[config.mk]
export PLATFORM = sky130hd
export DESIGN_NAME = eof_frame_tx_flat
export DESIGN_NICKNAME = d
export VERILOG_FILES = /design/src/rtl/eof_pkg.sv /design/src/rtl/eof_frame_tx_if.sv /design/src/rtl/eof_gap_timer.sv /design/src/rtl/eof_frame_tx.sv /design/src/flat_wrapper.sv
export SDC_FILE = /design/constraint.sdc
export NUM_CORES = 1
export LEC_CHECK = 0
export CORE_MARGIN = 2
export CORE_UTILIZATION = 48
export DETAILED_ROUTE_END_ITERATION = 8
export PLACE_DENSITY_LB_ADDON = 0.3
export SLEW_MARGIN = 20
export SYNTH_ARGS = -nofsm -noshare
export SYNTH_HDL_FRONTEND = slang
export SYNTH_SLANG_ARGS = --single-unit
[constraint.sdc]
create_clock -name clock -period 2.78 [get_ports clock]
set_clock_uncertainty 0.05 [all_clocks]
set_input_delay 0.556 -clock clock [delete_from_list [all_inputs] [get_ports clock]]
set_output_delay 0.556 -clock clock [all_outputs]
set_load 0.02 [all_outputs]
[src/rtl/eof_pkg.sv]
// Shared types and defaults for the EOF frame path.
// The receiver uses the same gap constant as the transmitter.
package eof_pkg;

  typedef enum logic [1:0] {
    IDLE,
    SEND,
    GAP
  } state_t;

  localparam int FRAME_LEN_DEF  = 64;
  localparam int GAP_CYCLES_DEF = 43;

endpackage

[src/rtl/eof_frame_tx_if.sv]
// Word stream bundle: upstream valid/ready input side
// plus the framed output stream with SOF/EOF markers.
interface eof_frame_tx_if
  import eof_pkg::*;
#(
  parameter int DATA_W = 16
);

  logic [DATA_W-1:0] in_data;
  logic              in_valid;
  logic              in_ready;
  logic [DATA_W-1:0] out_data;
  logic              out_valid;
  logic              SOF;
  logic              EOF;

  modport master (
    output in_data,
    output in_valid,
    input  in_ready,
    input  out_data,
    input  out_valid,
    input  SOF,
    input  EOF
  );

  modport slave (
    input  in_data,
    input  in_valid,
    output in_ready,
    output out_data,
    output out_valid,
    output SOF,
    output EOF
  );

endinterface

[src/rtl/eof_gap_timer.sv]
// Loadable up-counter with terminal-count flag,
// used to time the inter-frame gap.
module eof_gap_timer
  import eof_pkg::*;
#(
  parameter int W = 8
) (
  input  logic         clock,
  input  logic         reset,
  input  logic         load,
  input  logic         en,
  input  logic [W-1:0] last,
  output logic         tc
);

  logic [W-1:0] count;

  always_ff @(posedge clock) begin
    if (reset) begin
      count <= '0;
    end else if (load) begin
      count <= '0;
    end else if (en) begin
      count <= count + 1'b1;
    end
  end

  assign tc = (count == last);

endmodule

[src/rtl/eof_frame_tx.sv]
// Fixed-length frame transmitter with registered SOF/EOF
// and an enforced minimum idle gap after every EOF.
module eof_frame_tx
  import eof_pkg::*;
#(
  parameter int DATA_W     = 16,
  parameter int FRAME_LEN  = FRAME_LEN_DEF,
  parameter int GAP_CYCLES = GAP_CYCLES_DEF
) (
  input  logic       clock,
  input  logic       reset,
  input  logic       start,
  eof_frame_tx_if.slave bus,
  output logic       busy,
  output logic [7:0] frame_cnt
);

  localparam int IDX_W =
    (FRAME_LEN > 1) ? $clog2(FRAME_LEN) : 1;
  localparam logic [IDX_W-1:0] LAST_IDX =
    IDX_W'(FRAME_LEN - 1);
  localparam logic [7:0] GAP_LAST =
    8'(GAP_CYCLES - 1);

  state_t            state;
  logic [IDX_W-1:0]  word_idx;
  logic              start_pend;
  logic [DATA_W-1:0] data_q;
  logic              valid_q;
  logic              sof_q;
  logic              eof_q;

  logic ready;
  logic xfer;
  logic last_word;
  logic gap_tc;

  assign ready     = (state == SEND);
  assign xfer      = bus.in_valid && ready;
  assign last_word = (word_idx == LAST_IDX);
  assign busy      = (state != IDLE);

  assign bus.in_ready  = ready;
  assign bus.out_data  = data_q;
  assign bus.out_valid = valid_q;
  assign bus.SOF       = sof_q;
  assign bus.EOF       = eof_q;

  // Cleared on the final transfer so GAP starts at zero.
  eof_gap_timer #(
    .W(8)
  ) u_gap (
    .clock(clock),
    .reset(reset),
    .load (xfer && last_word),
    .en   (state == GAP),
    .last (GAP_LAST),
    .tc   (gap_tc)
  );

  always_ff @(posedge clock) begin
    if (reset) begin
      state      <= IDLE;
      word_idx   <= '0;
      start_pend <= 1'b0;
      frame_cnt  <= '0;
      data_q     <= '0;
      valid_q    <= 1'b0;
      sof_q      <= 1'b0;
      eof_q      <= 1'b0;
    end else begin
      valid_q <= 1'b0;
      sof_q   <= 1'b0;
      eof_q   <= 1'b0;
      unique case (state)
        IDLE: begin
          if (start || start_pend) begin
            state      <= SEND;
            start_pend <= 1'b0;
          end
        end
        SEND: begin
          if (start) begin
            start_pend <= 1'b1;
          end
          if (xfer) begin
            data_q  <= bus.in_data;
            valid_q <= 1'b1;
            sof_q   <= (word_idx == '0);
            eof_q   <= last_word;
            if (last_word) begin
              word_idx  <= '0;
              frame_cnt <= frame_cnt + 8'd1;
              state     <= GAP;
            end else begin
              word_idx <= word_idx + 1'b1;
            end
          end
        end
        GAP: begin
          if (start) begin
            start_pend <= 1'b1;
          end
          if (gap_tc) begin
            state <= IDLE;
          end
        end
        default: state <= IDLE;
      endcase
    end
  end

endmodule

[src/flat_wrapper.sv]
// flat-port wrapper written by rule: the top's interface ports become plain ports
module eof_frame_tx_flat import eof_pkg::*;
#(
  parameter int DATA_W     = 16,
  parameter int FRAME_LEN  = FRAME_LEN_DEF,
  parameter int GAP_CYCLES = GAP_CYCLES_DEF
)
  (clock, reset, start, busy, frame_cnt, bus_in_data, bus_in_valid, bus_in_ready, bus_out_data, bus_out_valid, bus_SOF, bus_EOF);
  eof_frame_tx_if #(.DATA_W(DATA_W)) bus_i ();
  input  logic clock;
  input  logic reset;
  input  logic start;
  output logic busy;
  output logic [7:0] frame_cnt;
  input wire logic [$bits(bus_i.in_data)-1:0] bus_in_data;
  input wire logic [$bits(bus_i.in_valid)-1:0] bus_in_valid;
  output wire logic [$bits(bus_i.in_ready)-1:0] bus_in_ready;
  output wire logic [$bits(bus_i.out_data)-1:0] bus_out_data;
  output wire logic [$bits(bus_i.out_valid)-1:0] bus_out_valid;
  output wire logic [$bits(bus_i.SOF)-1:0] bus_SOF;
  output wire logic [$bits(bus_i.EOF)-1:0] bus_EOF;
  assign bus_i.in_data = bus_in_data;
  assign bus_i.in_valid = bus_in_valid;
  assign bus_in_ready = bus_i.in_ready;
  assign bus_out_data = bus_i.out_data;
  assign bus_out_valid = bus_i.out_valid;
  assign bus_SOF = bus_i.SOF;
  assign bus_EOF = bus_i.EOF;
  eof_frame_tx #(.DATA_W(DATA_W), .FRAME_LEN(FRAME_LEN), .GAP_CYCLES(GAP_CYCLES)) u_core (.clock(clock), .reset(reset), .start(start), .bus(bus_i), .busy(busy), .frame_cnt(frame_cnt));
endmodule
# ---- Word-level counts from Yosys, hierarchy flattened
# Cells that the tools add are included.
dict set report op_classes {
  add_sub_neg 3
  eq_ne 9
  n_reduce_logical 15
  mux 10
  bitwise 2
}
# cell n
set ops {}
lappend ops {{adder 8 x 1 -> 8 bit, second input constant} 2}
lappend ops {{equality test 8 x 6 -> 1 bit, second input constant} 1}
lappend ops {{2-to-1 mux 2 bit} 4}
lappend ops {{adder 6 x 1 -> 6 bit, second input constant} 1}
lappend ops {{equality test 6 bit, second input constant} 1}
lappend ops {{logical NOT 6 bit} 1}
lappend ops {{2-to-1 mux 6 bit} 1}
lappend ops {{!= test 2 x 1 -> 1 bit, second input constant} 3}
lappend ops {{one-hot mux 2 bit (3 select lines)} 1}
lappend ops {{AND reduction 3 bit} 2}
lappend ops {{OR reduction 2 bit} 3}
lappend ops {{!= test 2 bit, second input constant} 2}
lappend ops {{AND reduction 4 bit} 1}
lappend ops {{nonzero test 2 bit} 2}
lappend ops {{2-to-1 mux 1 bit} 3}
lappend ops {{OR reduction 3 bit} 1}
lappend ops {{equality test 2 x 1 -> 1 bit, second input constant} 1}
lappend ops {{equality test 2 bit, second input constant} 1}
lappend ops {{logical AND 1 bit} 2}
lappend ops {{logical NOT 2 bit} 1}
lappend ops {{inverter 1 bit} 2}
lappend ops {{one-hot mux 1 bit (2 select lines)} 1}
lappend ops {{AND reduction 2 bit} 1}
lappend ops {{logical OR 1 bit} 1}
dict set report totals {
  wordCells 48
  regBits 44
  out_inout_bits 29
}

# ---- Longest topological paths before layout
# Gate-level depths: netlist (run 1).
dict set report depth {
  word_depth 4
  mapped_depth 8
  mapped_depth_nobuf 6
}

# ---- Hierarchy
# A second synthesis (run 1) with hierarchy kept.
dict set report unflattened {
  hier_cells 229
  area_unflattened_um2 1958.1
}
# module instances area_each_um2 seq_area_each_um2 cells_each
set by_module_without_submodules {}
lappend by_module_without_submodules {eof_frame_tx 1 1525.2 720.7 179}
lappend by_module_without_submodules {eof_gap_timer 1 432.9 160.2 50}

# ---- Worst setup path after synthesis (run 1)
# No wires, ideal clock.
dict set report synth_path {
  path_kind {register to register}
  start {register u_core.state[1]}
  end {register u_core.frame_cnt[5]}
  stages_incl_launch_ff 8
  arrival_ns 2.010
  t_required_ns 2.660
  path_slack_ns 0.650
  path_buffers 1
  path_cell_list {dfxtp_1 > inv_1 > ha_1 > nand2_1 > or3_1 > buf_6 > or4_1 > a21oi_1}
}
dict set report synth_between {
  elab_chain_cells 3
}
# item line
set synth_lines {}
lappend synth_lines {{start, declared} eof_frame_tx.sv:25} ;# state_t state;
lappend synth_lines {{start signal, assigned} eof_frame_tx.sv:63} ;# state <= IDLE;
lappend synth_lines {{start signal, assigned} eof_frame_tx.sv:78} ;# state <= SEND;
lappend synth_lines {{start signal, assigned} eof_frame_tx.sv:94} ;# state <= GAP;
lappend synth_lines {{equality test 2 x 1 -> 1 bit (*)} eof_frame_tx.sv:38} ;# assign ready = (state == SEND);
lappend synth_lines {{via bus_in_ready} flat_wrapper.sv:17} ;# output wire logic [$bits(bus_i.in_ready)-1:0] bus_in_ready;
lappend synth_lines {{logical AND 1 bit} eof_frame_tx.sv:39} ;# assign xfer = bus.in_valid && ready;
lappend synth_lines {{AND reduction 3 bit (no line) (*)} --}
lappend synth_lines {{end signal, assigned} eof_frame_tx.sv:93} ;# frame_cnt <= frame_cnt + 8'd1;
lappend synth_lines {{end, declared} eof_frame_tx.sv:15} ;# output logic [7:0] frame_cnt
# Mark *: on every way through the listed nets, which the timed path passes. The rest lies on a longest branch.
# A chain may end at the register's enable or synchronous reset.

# ---- Final worst setup path (run 1)
dict set report layout_path {
  start {register u_core.state[0]}
  end {output busy}
}
dict set report layout_between {
  elab_chain_cells 1
}
# item line
set layout_lines {}
lappend layout_lines {{nonzero test 2 bit} eof_frame_tx.sv:41} ;# assign busy = (state != IDLE);
lappend layout_lines {{end, declared} flat_wrapper.sv:13} ;# output logic busy;
# Every way passes these cells.

==> impl_results.md, run 1 <==
* Dominant cell type by count on the critical path: sky130_fd_sc_hd__inv_1
* Hold_buf cts at 0
* Maximum clock insertion buffer count at 2
* Standard-cell row count at 22
* Maximum clock rate at 0.443 GHz
* Final Hold Fails at 0
* Register bit count reported by yosys at 44
* Source-to-sink clock delay at the later pin of the worst-skew pair at 0.29 ns
* Share of post-route cells with drive strength above 1 at 5.97%
* WL/cell at 12.3 um
* Critical Path, Cell by Cell: inv_1, ha_1, inv_1, clkdlybuf4s50_1
* Total number of nets in the final design at 297
* CP max-delay cell: sky130_fd_sc_hd__clkdlybuf4s50_1
* Endpoints failing setup at 0
* Final Non-Filler Cells at 316
* Critical path buffer and inverter count at 3
* Path type of the worst min-delay path: reg2reg
* WL final at 3890 um
* Largest net degree at the start of global routing at 27
* Clock Power Share at 32.4%
* Slew headroom at 64.6%
* Routed vias/inst at 5.01
* Core region area at 3720 um2
* Timing startpoint of the critical path: u_core.state[0]$_SDFFE_PP0P_
* Number of distinct library cells after synthesis at 34
* Input/output buffers at 48
* Global-route wire length before repair at 6600 um
* Weighted congestion reported at the end of routability-driven placement at 0.763
* Synthesized instance count at 220
* CTS tree: built
* Clk Tree Root Cell: sky130_fd_sc_hd__clkbuf_8
* Total Negative Setup Slacks at 0 ns
* Sequential cell area fraction in the yosys report at 46.5%
* Remaining number of nets flagged by the antenna check after routing at 0
* Max Cap Viol at 0
* Combinational share of power at 23.9%
* Worst flop-to-flop path startpoint: u_core.state[1]$_SDFFE_PP0P_
* VDD IR-drop max at 402 uV
* Switching share of power at 27.7%
* Initial core utilization at 51.0%
* Vias in the first global route at 1497
* Worst slack on hold paths at 0.410 ns
* Layout area overhead at 33.0%
* First-iteration detailed-routing DRC count at 81
* Data arrival time of the critical path at 1.65 ns
* Cts repair resizes at 0
* Die extent in x at 66.8 um
* Power dissipated by switching net loads at 0.450 mW
* Die boundary height at 66.8 um
* Clock transition time at the flip-flop clock pins of the worst setup and hold paths at 0.08 ns
* Worst path max stage delay at 0.60 ns
* Post-Synthesis Cell Area at 1900 um2
* Area taken by flip-flops and latches at 881 um2
* Total congestion overflow at 0
* Total power at 1.62 mW
* Tightest Pin Transition at 0.531 ns
* Number of H-tree levels at 2
* Count of final max-slew check failures at 0
* Number of filler instances in the final layout at 316
* Cell internal pwr at 1.17 mW
* Worst Path Required at 2.17 ns
* Launch instance of the worst min-delay path: u_core.bus.out_data[7]$_SDFFE_PP0P_
* Sequential share of power at 43.7%
* Critical path class: reg2out
* Gr usage total at 19.7%
* DIE AREA at 4470 um2
* Number of vias after detailed routing at 1583
* CTS Buf Count at 5
* LEAKAGE at 0.912 nW
* Nature of the critical path startpoint: flop
* Final critical-path share of the clock period at 81.1%
* Average cell area after synthesis at 8.62 um2
* Largest fanout on the critical path at 4
* Unrepaired setup endpoints after global routing: false
* Post-Place Setup Slack at 0.309 ns
* Cell family with the largest share of critical-path delay: buffers and inverters
* Number of DRC violations after detailed routing at 0
* Shortest period the worst path allows at 2.26 ns
* Number of sinks driven by the clock tree at 44
* Post-Place Cells at 308
* Drt first pass iters at 4
* Status: finished, final reports clean
* Multi-input logic area at 913 um2
* Setup ws final at 0.524 ns
* Sort of element at the end of the critical path: output port
* Count of yosys warnings during synthesis at 0
* Number of diodes added for antenna fixing at 0
* Antenna violations before repair at 0
* Number of buffers inserted to repair setup after CTS at 0
* HPWL after DPL at 2710 um
* Top-level I/O count at 49
* Mapped Nets at 250
* Power density of the placed cells at 644 nW/um2
worst min-delay path: stages (launching register included):
cell	delay (ns)
sky130_fd_sc_hd__dfxtp_1	0.31
sky130_fd_sc_hd__nand2_1	0.05
sky130_fd_sc_hd__a21oi_1	0.05
placed cells by master, fill, tap and decap left out, types with 2 or more instances in the layout:
cell type,n
sky130_fd_sc_hd__nand4_1,4
sky130_fd_sc_hd__ha_1,10
sky130_fd_sc_hd__xnor2_1,9
sky130_fd_sc_hd__o31ai_1,2
sky130_fd_sc_hd__or3_2,2
sky130_fd_sc_hd__nor4_1,3
sky130_fd_sc_hd__dfxtp_1,44
sky130_fd_sc_hd__and3_1,2
sky130_fd_sc_hd__clkdlybuf4s50_1,48
sky130_fd_sc_hd__xor2_1,6
sky130_fd_sc_hd__nor2_1,25
sky130_fd_sc_hd__o21ai_0,2
sky130_fd_sc_hd__buf_4,3
sky130_fd_sc_hd__nand2_1,43
sky130_fd_sc_hd__a21oi_1,21
sky130_fd_sc_hd__nand3_1,4
sky130_fd_sc_hd__nor3_1,3
sky130_fd_sc_hd__inv_1,10
sky130_fd_sc_hd__mux2i_1,2
sky130_fd_sc_hd__clkbuf_8,7
sky130_fd_sc_hd__nand2b_1,3
sequential cells by signal, summed over array words and instances, names as in the netlist:
signal	cells
u_core.bus.out_valid	1
u_core.bus.out_data	16
u_core.state	2
u_core.bus.SOF	1
u_core.bus.EOF	1
u_core.frame_cnt	8
u_core.start_pend	1
u_core.u_gap.count	8
u_core.word_idx	6
per-layer routing:
layer / part of all wire (%) / track usage [%] / up-vias / routed length, um
li1: - / - / 819 / -
met1: 45 / 23.3 / 724 / 1760
met2: 49 / 32.5 / 36 / 1890
met3: 4.5 / 6.42 / 4 / 175
met4: 1.5 / 8.42 / 0 / 57
met5: 0 / 0 / - / 0
synth_stat cells:
cell type / n / share of area, %
sky130_fd_sc_hd__o31ai_1: 2 / 0.79
sky130_fd_sc_hd__nand3_1: 4 / 1.1
sky130_fd_sc_hd__dfxtp_1: 44 / 46
sky130_fd_sc_hd__and3_1: 2 / 0.66
sky130_fd_sc_hd__nand2b_1: 3 / 0.99
sky130_fd_sc_hd__nor3_1: 3 / 0.79
sky130_fd_sc_hd__nor2_1: 25 / 5.0
sky130_fd_sc_hd__nor3b_1: 1 / 0.40
sky130_fd_sc_hd__mux2i_1: 2 / 1.1
sky130_fd_sc_hd__o211ai_1: 1 / 0.40
sky130_fd_sc_hd__clkbuf_1: 8 / 1.6
sky130_fd_sc_hd__buf_6: 3 / 1.8
sky130_fd_sc_hd__nand3_4: 1 / 0.92
sky130_fd_sc_hd__xor2_1: 6 / 2.8
sky130_fd_sc_hd__nor2b_1: 1 / 0.33
sky130_fd_sc_hd__or3_1: 1 / 0.33
sky130_fd_sc_hd__or4_1: 1 / 0.40
sky130_fd_sc_hd__xnor2_1: 9 / 4.2
sky130_fd_sc_hd__nand4bb_1: 1 / 0.59
sky130_fd_sc_hd__nand2_1: 43 / 8.5
sky130_fd_sc_hd__nor4b_1: 1 / 0.46
sky130_fd_sc_hd__ha_1: 10 / 6.6
sky130_fd_sc_hd__a211oi_1: 1 / 0.40
sky130_fd_sc_hd__o41a_1: 1 / 0.59
sky130_fd_sc_hd__mux2_2: 1 / 0.59
sky130_fd_sc_hd__nand4_1: 4 / 1.3
sky130_fd_sc_hd__o2bb2ai_1: 1 / 0.46
sky130_fd_sc_hd__or2b_2: 1 / 0.46
sky130_fd_sc_hd__nor4_1: 3 / 0.99
sky130_fd_sc_hd__inv_1: 10 / 2.0
sky130_fd_sc_hd__or3_2: 2 / 0.79
sky130_fd_sc_hd__and2_1: 1 / 0.33
sky130_fd_sc_hd__o21ai_0: 2 / 0.53
sky130_fd_sc_hd__a21oi_1: 21 / 5.5
cells by family after synthesis:
kind of cell	Yosys count	share of synthesized area [%]
compound gates	29	8.71
xor+xnor	15	6.93
fa+ha+maj	10	6.60
buf+inv	21	5.35
flops	44	46.5
mux	3	1.65
simple gates	98	24.3
per-stage QoR:
stage	cell area [um2]	util, %
global placement	2390	64.4
global route	2520	67.8
floorplan	1900	-
CTS	2520	67.8
detailed placement	2390	64.4
finish	2520	67.8
power by group through the flow:
stage | Combinational (mW) | Sequential (mW) | Clock, mW
floorplan | 0.188 | 0.761 | 0
global placement | 0.385 | 0.723 | 0
detailed placement | 0.392 | 0.724 | 0
CTS | 0.394 | 0.710 | 0.534
global route | 0.428 | 0.716 | 0.570
finish | 0.389 | 0.709 | 0.525
area by class of cell:
class	count	area share, %
multi-input cells	155	36.2
flip-flops and latches	44	34.9
repair buffers	51	20.0
clock buffers	7	3.82
well taps	48	2.38
inverters	10	1.49
clock inverters	1	1.19
path summary, 6_finish.rpt:
check	end	cells after the start	slack, ns
max	busy	4	0.52
min	u_core.bus.out_data[7]$_SDFFE_PP0P_	2	0.41
max reg2reg	u_core.frame_cnt[5]$_SDFFE_PP0P_	6	0.72
min reg2reg	u_core.bus.out_data[7]$_SDFFE_PP0P_	2	0.41
Power figures use the tool's default switching activity.
==> inputs of run 2 (changes only) <==
==> constraint.sdc (replaced) <==
create_clock -name clock -period 2.21 [get_ports clock]
set_clock_uncertainty 0.05 [all_clocks]
set_input_delay 0.442 -clock clock [delete_from_list [all_inputs] [get_ports clock]]
set_output_delay 0.442 -clock clock [all_outputs]
set_load 0.02 [all_outputs]
==> impl_results.md, run 2 (synthesis results as in run 1) <==
* Status: finished, final reports clean
* Slew headroom at 76.3% (+12 points)
* Path type of the worst min-delay path: reg2reg
* Vias in the first global route at 1449 (-3.2%)
* Count of final max-slew check failures at 0 (unchanged)
* Endpoints failing setup at 0 (unchanged)
* Final Hold Fails at 0 (unchanged)
* First-iteration detailed-routing DRC count at 87 (+7.4%)
* Total number of nets in the final design at 302 (+1.7%)
* VDD IR-drop max at 578 uV (+44%)
* Number of vias after detailed routing at 1601 (+1.1%)
* Gr usage total at 18.7% (-0.97 points)
* Largest net degree at the start of global routing at 23 (-15%)
* DIE AREA at 4470 um2 (unchanged)
* Antenna violations before repair at 0 (unchanged)
* Shortest period the worst path allows at 2.08 ns
* Cell family with the largest share of critical-path delay: buffers and inverters
* Number of DRC violations after detailed routing at 0 (unchanged)
* Maximum clock rate at 0.480 GHz
* Drt first pass iters at 4 (unchanged)
* Clk Tree Root Cell: sky130_fd_sc_hd__clkbuf_8
* Most common cell after layout, fill and taps aside: sky130_fd_sc_hd__clkdlybuf4s50_1
* Total power at 1.99 mW (+23%)
* Clock transition time at the flip-flop clock pins of the worst setup and hold paths at 0.08 ns (about the same)
* HPWL after DPL at 2700 um (-0.56%)
* Worst path max stage delay at 0.62 ns (+0.02 ns)
* Layout area overhead at 34.3%
* Share of post-route cells with drive strength above 1 at 7.69% (+1.7 points)
* Maximum clock insertion buffer count at 2 (unchanged)
* Weighted congestion reported at the end of routability-driven placement at 0.825 (+8.1%)
* WL/cell at 12.0 um (-2.8%)
* Largest fanout on the critical path at 4 (unchanged)
* Initial core utilization at 51.0% (unchanged)
* Hold_buf cts at 0 (unchanged)
* Final Non-Filler Cells at 321 (+1.6%)
* Final critical-path share of the clock period at 94.3%
* Leading cell types in the layout, fill and taps excluded: sky130_fd_sc_hd__clkdlybuf4s50_1, sky130_fd_sc_hd__dfxtp_1, sky130_fd_sc_hd__nand2_1
* Critical Path, Cell by Cell: inv_1, ha_1, clkdlybuf4s50_1
* Standard-cell row count at 22 (unchanged)
* Remaining number of nets flagged by the antenna check after routing at 0 (unchanged)
* Number of diodes added for antenna fixing at 0 (unchanged)
* Input/output buffers at 48 (unchanged)
* Sink of the worst hold path: u_core.bus.out_data[10]$_SDFFE_PP0P_
* Top-level I/O count at 49 (unchanged)
* Register-to-register setup slack at 0.22 ns (-0.50 ns)
* Critical path buffer and inverter count at 2 (-1)
* Routed vias/inst at 4.99 (-0.44%)
* Critical path class: reg2out
* Core region area at 3720 um2 (unchanged)
* Number of H-tree levels at 2 (unchanged)
* Sort of element at the end of the critical path: output port
* Global-route wire length before repair at 6270 um (-5.0%)
* Die boundary height at 66.8 um (unchanged)
* Power density of the placed cells at 782 nW/um2 (+22%)
* Max Cap Viol at 0 (unchanged)
* WL final at 3840 um (-1.2%)
* Post-Place Cells at 313 (+1.6%)
* Data arrival time of the critical path at 1.59 ns (-0.06 ns)
* CTS Buf Count at 5 (unchanged)
* Worst flop-to-flop path startpoint: u_core.word_idx[0]$_SDFFE_PP0P_
* Worst Path Required at 1.72 ns (-0.45 ns)
* Number of flip-flops in the largest register at 16 (unchanged)
* Hold path cells at 2 (unchanged)
* LEAKAGE at 0.939 nW (+3.0%)
* Number of sinks driven by the clock tree at 44 (unchanged)
* Source-to-sink clock delay at the later pin of the worst-skew pair at 0.30 ns (about the same)
* CP max-delay cell: sky130_fd_sc_hd__clkdlybuf4s50_1
* Total congestion overflow at 0 (unchanged)
* Tightest Pin Transition at 0.352 ns (-0.179 ns)
* Worst Reg-to-Reg Cells at 5 (-1)
* Launch instance of the worst min-delay path: u_core.bus.out_data[10]$_SDFFE_PP0P_
* Die extent in x at 66.8 um (unchanged)
* Nature of the critical path startpoint: flop
* Unrepaired setup endpoints after global routing: false
* R2R Path End: u_core.frame_cnt[5]$_SDFFE_PP0P_
* CTS tree: built
-- run 2: cell count changes in the layout (fill, tap and decap cells not counted), sizes merged --
cell / change
buf: +5
clkbuf: -2
clkdlybuf4s50: -1
clkinv: +1
clkinvlp: +1
dlymetal6s2s: +1
-- run 2: repair_timing --
action,4_1_cts,5_1_grt
setup buffers,0,0
gates resized for setup,0,1
endpoints found under the setup margin,0,1
-- run 2: cell type report --
class	instances	area, um2
clock buffer	5	68.8
timing repair buffer	56	543
multi-input combinational	155	913
fill	320	1170
inverter	10	37.5
tap	48	60.1
clock inverter	3	42.5
sequential	44	881
-- run 2: worst max-delay path by stage --
stage	start	end	slack, ns	depth (start not counted)
floorplan	u_core.state[1]$_SDFFE_PP0P_	u_core.frame_cnt[5]$_SDFFE_PP0P_	0.08	7
global placement	bus_in_valid	u_core.frame_cnt[5]$_SDFFE_PP0P_	0.02	5
detailed placement	bus_in_valid	u_core.frame_cnt[5]$_SDFFE_PP0P_	-0.03	5
CTS	u_core.state[0]$_SDFFE_PP0P_	busy	0.04	4
global route	u_core.state[1]$_SDFFE_PP0P_	bus_in_ready	0.03	3
finish	u_core.state[1]$_SDFFE_PP0P_	bus_in_ready	0.13	3
-- run 2: through the flow --
step | TNS [ns] | hold WS [ns] | utilization [%] | setup WS [ns] | area (um2)
after floorplan | 0 | 0.381 | - | 0.0805 | 1900
after global placement | 0 | 0.392 | 65.5 | 0.0186 | 2430
after detailed placement | -0.0278 | 0.399 | 65.5 | -0.0278 | 2430
after CTS | 0 | 0.410 | 68.5 | 0.0447 | 2540
after global routing | 0 | 0.428 | 68.5 | 0.0317 | 2550
final | 0 | 0.408 | 68.5 | 0.126 | 2550
-- run 2: power by group --
group          internal (mW)  switching (mW)  leakage (nW)
Combinational          0.230           0.263         0.529
Clock                  0.334           0.271        0.0541
Sequential             0.854          0.0400         0.356
Total                   1.42           0.574         0.939
-- run 2: routing by layer --
| metal | up-vias | part of all wire, % | GRT usage [%] | routed length (um) |
|---|---|---|---|---|
| met3 | 7 | 4.6 | 6.25 | 177 |
| li1 | 826 | - | - | - |
| met5 | - | 0 | 0 | 0 |
| met2 | 36 | 49 | 31.0 | 1870 |
| met1 | 732 | 45 | 22.0 | 1710 |
| met4 | 0 | 2.0 | 7.91 | 75 |
-- run 2: worst register-to-register path, delay by kind of cell, from the launching register on --
| family | cells | cell delay [ns] |
|---|---|---|
| and+or+nand+nor | 3 | 1.10 |
| DFF | 1 | 0.39 |
| adders and majority gates | 1 | 0.23 |
| AOI/OAI and AO/OA | 1 | 0.14 |
